File: src/rtl/cpu_pkg.sv
// Shared CPU constants and the write-back entry type used by the write-back queue.
package cpu_pkg;

  localparam int unsigned REG_ADDR_W        = 5;
  localparam int unsigned DATA_W            = 32;
  localparam int unsigned WBQ_DEPTH_DEFAULT = 4;

  // Field "reg" is a reserved word, so the destination index is named rd.
  typedef struct packed {
    logic [REG_ADDR_W-1:0] rd;
    logic [DATA_W-1:0]     data;
  } wb_entry_t;

endpackage

File: src/rtl/wb_queue_if.sv
// Bundle of the write-back queue's offer, register-file write and forwarding signals.
interface wb_queue_if #(
  parameter int unsigned DEPTH = cpu_pkg::WBQ_DEPTH_DEFAULT
);
  import cpu_pkg::*;

  localparam int unsigned CNT_W = $clog2(DEPTH) + 1;

  logic                  alu_valid;
  logic [REG_ADDR_W-1:0] alu_reg;
  logic [DATA_W-1:0]     alu_data;
  logic                  alu_ready;

  logic                  mem_valid;
  logic [REG_ADDR_W-1:0] mem_reg;
  logic [DATA_W-1:0]     mem_data;
  logic                  mem_ready;

  logic                  write_enable;
  logic [REG_ADDR_W-1:0] write_reg;
  logic [DATA_W-1:0]     write_data;

  logic [REG_ADDR_W-1:0] q_reg1;
  logic [REG_ADDR_W-1:0] q_reg2;
  logic                  hit1;
  logic                  hit2;
  logic [DATA_W-1:0]     fwd_data1;
  logic [DATA_W-1:0]     fwd_data2;

  logic [CNT_W-1:0]      count;
  logic                  full;
  logic                  empty;

  modport master (
    output alu_valid, alu_reg, alu_data, mem_valid, mem_reg, mem_data, q_reg1, q_reg2,
    input  alu_ready, mem_ready, write_enable, write_reg, write_data,
    input  hit1, hit2, fwd_data1, fwd_data2, count, full, empty
  );

  modport slave (
    input  alu_valid, alu_reg, alu_data, mem_valid, mem_reg, mem_data, q_reg1, q_reg2,
    output alu_ready, mem_ready, write_enable, write_reg, write_data,
    output hit1, hit2, fwd_data1, fwd_data2, count, full, empty
  );

endinterface

File: src/rtl/wbq_lookup.sv
// Newest-match search over the occupied entries of the write-back queue.
module wbq_lookup
  import cpu_pkg::*;
#(
  parameter int unsigned DEPTH = WBQ_DEPTH_DEFAULT
) (
  input  wb_entry_t [DEPTH-1:0]        i_entries,
  input  logic [$clog2(DEPTH)-1:0]     i_head,
  input  logic [$clog2(DEPTH):0]       i_count,
  input  logic [REG_ADDR_W-1:0]        i_q_reg,
  output logic                         o_hit,
  output logic [DATA_W-1:0]            o_data
);

  localparam int unsigned PTR_W = $clog2(DEPTH);
  localparam int unsigned CNT_W = PTR_W + 1;

  logic [PTR_W-1:0] w_idx;

  // Walk oldest to newest so the last match wins.
  always_comb begin
    o_hit  = 1'b0;
    o_data = '0;
    w_idx  = '0;
    for (int unsigned i = 0; i < DEPTH; i++) begin
      w_idx = i_head + PTR_W'(i);
      if ((CNT_W'(i) < i_count) && (i_q_reg != '0) && (i_entries[w_idx].rd == i_q_reg)) begin
        o_hit  = 1'b1;
        o_data = i_entries[w_idx].data;
      end
    end
  end

endmodule

File: src/rtl/wb_queue.sv
// Write-back queue: merges ALU and load results into one register-file write per cycle,
// with operand forwarding from pending entries.
module wb_queue
  import cpu_pkg::*;
#(
  parameter int unsigned DEPTH = WBQ_DEPTH_DEFAULT
) (
  input logic       clk,
  input logic       rst,
  wb_queue_if.slave bus
);

  localparam int unsigned PTR_W = $clog2(DEPTH);
  localparam int unsigned CNT_W = PTR_W + 1;

  wb_entry_t [DEPTH-1:0] r_entries;
  logic [PTR_W-1:0]      r_head;
  logic [PTR_W-1:0]      r_tail;
  logic [CNT_W-1:0]      r_count;

  logic                  w_pop;
  logic [CNT_W-1:0]      w_free;
  logic                  w_alu_store;
  logic                  w_mem_store;
  logic [PTR_W-1:0]      w_mem_slot;
  wb_entry_t             w_head_entry;

  assign w_pop  = (r_count != '0);
  // The head leaves this cycle, so its slot is already available to new offers.
  assign w_free = CNT_W'(DEPTH) - r_count + CNT_W'(w_pop);

  assign bus.alu_ready = (w_free >= CNT_W'(1));
  assign bus.mem_ready = bus.alu_valid ? (w_free >= CNT_W'(2)) : (w_free >= CNT_W'(1));

  // Register 0 writes are acknowledged but never stored.
  assign w_alu_store = !rst && bus.alu_valid && bus.alu_ready && (bus.alu_reg != '0);
  assign w_mem_store = !rst && bus.mem_valid && bus.mem_ready && (bus.mem_reg != '0);
  assign w_mem_slot  = r_tail + PTR_W'(w_alu_store);

  always_ff @(posedge clk) begin
    if (w_alu_store) begin
      r_entries[r_tail] <= '{rd: bus.alu_reg, data: bus.alu_data};
    end
    if (w_mem_store) begin
      r_entries[w_mem_slot] <= '{rd: bus.mem_reg, data: bus.mem_data};
    end
  end

  always_ff @(posedge clk) begin
    if (rst) begin
      r_head  <= '0;
      r_tail  <= '0;
      r_count <= '0;
    end else begin
      r_head  <= r_head + PTR_W'(w_pop);
      r_tail  <= r_tail + PTR_W'(w_alu_store) + PTR_W'(w_mem_store);
      r_count <= r_count + CNT_W'(w_alu_store) + CNT_W'(w_mem_store) - CNT_W'(w_pop);
    end
  end

  assign w_head_entry     = r_entries[r_head];
  assign bus.write_enable = w_pop;
  assign bus.write_reg    = w_pop ? w_head_entry.rd : '0;
  assign bus.write_data   = w_pop ? w_head_entry.data : '0;

  assign bus.count = r_count;
  assign bus.full  = (r_count == CNT_W'(DEPTH));
  assign bus.empty = !w_pop;

  wbq_lookup #(
    .DEPTH (DEPTH)
  ) u_lookup1 (
    .i_entries (r_entries),
    .i_head    (r_head),
    .i_count   (r_count),
    .i_q_reg   (bus.q_reg1),
    .o_hit     (bus.hit1),
    .o_data    (bus.fwd_data1)
  );

  wbq_lookup #(
    .DEPTH (DEPTH)
  ) u_lookup2 (
    .i_entries (r_entries),
    .i_head    (r_head),
    .i_count   (r_count),
    .i_q_reg   (bus.q_reg2),
    .o_hit     (bus.hit2),
    .o_data    (bus.fwd_data2)
  );

endmodule
File: src/flat_wrapper.sv
// flat-port wrapper written by rule: the top's interface ports become plain ports
module wb_queue_flat import cpu_pkg::*;
#(
  parameter int unsigned DEPTH = WBQ_DEPTH_DEFAULT
)
  (clk, rst, bus_alu_valid, bus_alu_reg, bus_alu_data, bus_mem_valid, bus_mem_reg, bus_mem_data, bus_q_reg1, bus_q_reg2, bus_alu_ready, bus_mem_ready, bus_write_enable, bus_write_reg, bus_write_data, bus_hit1, bus_hit2, bus_fwd_data1, bus_fwd_data2, bus_count, bus_full, bus_empty);
  wb_queue_if #(.DEPTH(DEPTH)) bus_i ();
  input logic clk;
  input logic rst;
  input wire logic [$bits(bus_i.alu_valid)-1:0] bus_alu_valid;
  input wire logic [$bits(bus_i.alu_reg)-1:0] bus_alu_reg;
  input wire logic [$bits(bus_i.alu_data)-1:0] bus_alu_data;
  input wire logic [$bits(bus_i.mem_valid)-1:0] bus_mem_valid;
  input wire logic [$bits(bus_i.mem_reg)-1:0] bus_mem_reg;
  input wire logic [$bits(bus_i.mem_data)-1:0] bus_mem_data;
  input wire logic [$bits(bus_i.q_reg1)-1:0] bus_q_reg1;
  input wire logic [$bits(bus_i.q_reg2)-1:0] bus_q_reg2;
  output wire logic [$bits(bus_i.alu_ready)-1:0] bus_alu_ready;
  output wire logic [$bits(bus_i.mem_ready)-1:0] bus_mem_ready;
  output wire logic [$bits(bus_i.write_enable)-1:0] bus_write_enable;
  output wire logic [$bits(bus_i.write_reg)-1:0] bus_write_reg;
  output wire logic [$bits(bus_i.write_data)-1:0] bus_write_data;
  output wire logic [$bits(bus_i.hit1)-1:0] bus_hit1;
  output wire logic [$bits(bus_i.hit2)-1:0] bus_hit2;
  output wire logic [$bits(bus_i.fwd_data1)-1:0] bus_fwd_data1;
  output wire logic [$bits(bus_i.fwd_data2)-1:0] bus_fwd_data2;
  output wire logic [$bits(bus_i.count)-1:0] bus_count;
  output wire logic [$bits(bus_i.full)-1:0] bus_full;
  output wire logic [$bits(bus_i.empty)-1:0] bus_empty;
  assign bus_i.alu_valid = bus_alu_valid;
  assign bus_i.alu_reg = bus_alu_reg;
  assign bus_i.alu_data = bus_alu_data;
  assign bus_i.mem_valid = bus_mem_valid;
  assign bus_i.mem_reg = bus_mem_reg;
  assign bus_i.mem_data = bus_mem_data;
  assign bus_i.q_reg1 = bus_q_reg1;
  assign bus_i.q_reg2 = bus_q_reg2;
  assign bus_alu_ready = bus_i.alu_ready;
  assign bus_mem_ready = bus_i.mem_ready;
  assign bus_write_enable = bus_i.write_enable;
  assign bus_write_reg = bus_i.write_reg;
  assign bus_write_data = bus_i.write_data;
  assign bus_hit1 = bus_i.hit1;
  assign bus_hit2 = bus_i.hit2;
  assign bus_fwd_data1 = bus_i.fwd_data1;
  assign bus_fwd_data2 = bus_i.fwd_data2;
  assign bus_count = bus_i.count;
  assign bus_full = bus_i.full;
  assign bus_empty = bus_i.empty;
  wb_queue #(.DEPTH(DEPTH)) u_core (.clk(clk), .rst(rst), .bus(bus_i));
endmodule
File: config.mk
export PLATFORM = sky130hd
export DESIGN_NAME = wb_queue_flat
export DESIGN_NICKNAME = d
export VERILOG_FILES = /design/src/rtl/cpu_pkg.sv /design/src/rtl/wb_queue_if.sv /design/src/rtl/wbq_lookup.sv /design/src/rtl/wb_queue.sv /design/src/flat_wrapper.sv
export SDC_FILE = /design/constraint.sdc
export NUM_CORES = 1
export LEC_CHECK = 0
export CORE_MARGIN = 3
export CORE_UTILIZATION = 25
export CTS_BUF_LIST = sky130_fd_sc_hd__clkbuf_8
export DETAILED_ROUTE_END_ITERATION = 6
export MAX_ROUTING_LAYER = met4
export PLACE_DENSITY_LB_ADDON = 0.08
export SYNTH_ARGS = -nofsm -noshare
export SYNTH_HDL_FRONTEND = slang
export SYNTH_HIERARCHICAL = 1
export SYNTH_SLANG_ARGS = --single-unit
File: constraint.sdc
create_clock -name clk -period 4.5 [get_ports clk]
set_clock_uncertainty 0.1 [all_clocks]
set_input_delay 0.45 -clock clk [delete_from_list [all_inputs] [get_ports clk]]
set_output_delay 0.45 -clock clk [all_outputs]
set_load 0.1 [all_outputs]
==> summary.txt <==
Logic synthesis
  – Area leader, netlist: dfxtp_1
  – Post-synthesis mux area share: 0.303
  – Syn Area/Cell: roughly 9 µm²
  – Synthesized area: 18000 µm²
  – Post-synth top flop: dfxtp_1
  – Largest family of logic cells by synthesized area: multiplexers
  – Cells after synthesis: 2057
  – Synth top area cells: dfxtp_1 (17%), mux2_2 (12%), mux2i_1 (12%), mux4_2 (6.6%), nand4b_1 (6.2%)
  – Adder-cell share of the synthesized area: 0.00597
  – Register area share after synthesis: 0.172
  – Area share of the largest cell type after synthesis: 0.172
  – Post-synthesis async set-or-reset flop share: 0
  – #FFs+latches synth: 155
  – Most numerous cell in the Yosys netlist: mux2i_1
  – Most frequent cells after synthesis: mux2i_1 (210), mux2_2 (192), o21ai_0 (181), dfxtp_1 (155), nor4_1 (150)
  – Simple-gate portion of the synthesized area: 0.169
  – EDFF count, synth: 0
  – Synth Area in XOR/XNOR: 0.0287
  – Synth Warn #: 6
  – Compound-Gate Fraction of Synth Area: 0.246
  – Netlist cell types: 57
  – Syn_nets: 2153

Clock network
  – # hold bufs at CTS: 0
  – CTS buffer count: 17
  – Clock slew at reported path FFs: ~0.10 ns
  – Max H-tree Level: 4
  – CTS sink cnt: 155
  – TritonCTS clock tree: built
  – Root Buffer: clkbuf_8
  – Maximum clock path buffer count: 2
  – Clk_lat worst skew: 0.47 ns

Layout
  – Final Cell Area: 22000 µm²
  – Fill cells: between 7000 and 8000
  – Share of layout cells above drive strength 1: 0.255
  – Area Growth Syn to Fin: 22.0%
  – Nets: 2181

Worst setup path
  – Largest fanout on the critical path: 36
  – Crit. Startpoint: u_core/r_head[1]$_SDFF_PP0_
  – Worst Path Required: 3.95 ns
  – WP data arrival: between 3 and 4 ns
  – Slowest library cell on the worst path: dfxtp_4
  – Critical path class: reg -> out
  – Launching point of the worst reg2reg path: u_core/bus.count[2]$_SDFF_PP0_
  – Worst Setup End Kind: output pin
  – Crit start category: flop
  – Max stage delay on crit path: 0.43 ns
  – Top cell by count, worst path: buf_12
  – CP cell instances: buf_16 > mux2i_1 > xnor2_1 > or3_1 > a21oi_4 > buf_12 > buf_12 > mux2i_1 > a22oi_1 > o2bb2ai_1 > buf_12

STA
  – Final hold vios: 0
  – Slew Limit Fails: 0
  – Minimum clock period: ~4.3 ns
  – Setup violations, final: 0
  – Worst slew pin tran: 1.20 ns
  – RSZ-0062 raised after global routing: false
  – Post-route setup slack: roughly 0.17 ns
  – Sum Neg Setup Slack: 0 ns
  – Relative max-transition margin: 0.202
  – Final Cycle Share: 0.962
  – FMAX: roughly 230 MHz

Route
  – Post-route ant nets: 0
  – Routed wire length per instance: between 20 and 30 µm
  – DRT Wirelength: 88.4 mm
  – Drt drc: 0
  – DRT Pass-1 Iters: 5
  – Iteration-0 DRC count of the detailed router: about 2000
  – DR vias/cell: 6.14
  – DR vias: 18690

Global route
  – Initial antenna violation count: 3
  – All-layer global routing usage: 0.231
  – First-pass GRT wire length: 127 mm
  – Largest net degree at the start of global routing: 190
  – Vias in the first global route: 17523
  – GRT overflow: 0

Floorplan
  – Starting Density: 0.255
  – Std-Cell Rows: 97
  – Die Height: 275 µm
  – Core area: 70800 µm²
  – Die Footprint: 75400 µm²
  – Chip width: 275 µm
  – I/O pins: 199

Outcome
  – Status: finished, final reports clean

Placed design
  – # port buffers: 198
  – Post-DP HPWL: 58.8 mm
  – Placed Area: 21400 µm²
  – Place WS: 0.402 ns
  – GP Congestion: about 0.85

Flow run
  – Max-Cap Viols: 0

Min path
  – Hold/Removal Path Class: reg -> reg
  – Hold Crit Start: u_core/r_entries[45]$_DFF_P_
==> timing repair <==
action,CTS,global route
setup endpoints to repair,2,50
cloned,0,1
setup buffers,0,13
resized for setup,3,10
pin swaps,0,1
==> cells by family (layout without fill, tap and decap cells) <==
logic type               Yosys count  count (layout)
AO/OA/AOI/OAI                    649             649
XOR/XNOR                          54              54
adder cells (fa/ha/maj)            8               8
buffers and inverters            289             330
flip-flops                       155             155
multiplexers                     455             455
other                              0               6
AND/OR/NAND/NOR                  447             447
==> cell usage in the layout, fill, tap and decap left out, types with 6 or more instances in the layout <==
master | netlist | final
o2bb2ai_1 | 62 | 52
buf_4 | 8 | 95
o21ai_0 | 181 | 181
buf_12 | 0 | 86
a31oi_1 | 148 | 148
diode_2 | 0 | 6
inv_1 | 13 | 18
o2111ai_1 | 6 | 6
nor4_1 | 150 | 150
a21oi_1 | 76 | 76
ha_1 | 7 | 7
or3_1 | 11 | 11
xor2_1 | 15 | 15
nand3_1 | 26 | 26
nand4b_1 | 128 | 128
or2_2 | 32 | 32
a22oi_1 | 28 | 28
nor2b_1 | 44 | 42
a2bb2oi_1 | 16 | 16
a41o_1 | 16 | 16
nand2_1 | 8 | 8
clkbuf_8 | 0 | 20
o2bb2ai_2 | 0 | 10
xnor2_1 | 36 | 36
mux4_2 | 53 | 53
a221o_1 | 82 | 82
clkdlybuf4s50_1 | 0 | 98
mux2_2 | 192 | 192
mux2i_1 | 210 | 210
o21ai_1 | 9 | 9
dfxtp_1 | 155 | 150
nor2_1 | 27 | 23
==> registers in the layout (all words and copies together) (netlist names) <==
register and flops:
u_core/r_head 2, u_core/r_tail 2, u_core/r_entries 148, u_core/bus.count 3
==> worst paths after layout <==
kind / slack, ns / end / cells past startpoint
min reg2reg: 0.49 / u_core/r_entries[45]$_DFF_P_ / 2
max: 0.17 / bus_fwd_data2[3] / 11
min: 0.49 / u_core/r_entries[45]$_DFF_P_ / 2
max reg2reg: 0.77 / u_core/r_entries[61]$_DFF_P_ / 10
==> critical path, delay by kind of cell (launching register included) <==
family / cells / cell delay [ns]
buf+inv: 4 / 0.98
mux: 2 / 0.57
xor+xnor: 1 / 0.10
compound gates: 3 / 0.77
simple gates: 1 / 0.39
flops: 1 / 0.43
==> area by class of cell <==
| cell class | instances | area, µm² | area share |
|---|---|---|---|
| Multi-Input combinational cell | 1613 | 13700 | 0.625 |
| Timing Repair Buffer | 283 | 3490 | 0.159 |
| Sequential cell | 155 | 3120 | 0.142 |
| Tap cell | 940 | 1180 | 0.0535 |
| Clock buffer | 20 | 275 | 0.0125 |
| Clock inverter | 12 | 108 | 0.00489 |
| Inverter | 15 | 56.3 | 0.00256 |
| Antenna cell | 6 | 15.0 | 0.000683 |
==> through the flow <==
| step | utilization | hold slack (ns) | cells |
|---|---|---|---|
| detailed placement | 0.302 | 0.473 | 2992 |
| floorplan | - | 0.409 | 2057 |
| CTS | 0.308 | 0.481 | 3024 |
| finish | 0.311 | 0.494 | 3044 |
| global route | 0.311 | 0.529 | 3040 |
| global placement | 0.302 | 0.456 | 2992 |
==> per-layer routing <==
metal | vias up | part of all wire | GRT usage
met5 | - | 0 | -
met4 | 0 | 0.0099 | 0.0363
met3 | 55 | 0.069 | 0.0381
met2 | 762 | 0.43 | 0.330
met1 | 9511 | 0.49 | 0.343
li1 | 8362 | - | -
Power is left out: the tool's default activity adds up to more than one toggle a clock period on the data nets, which glitch-free logic cannot reach.
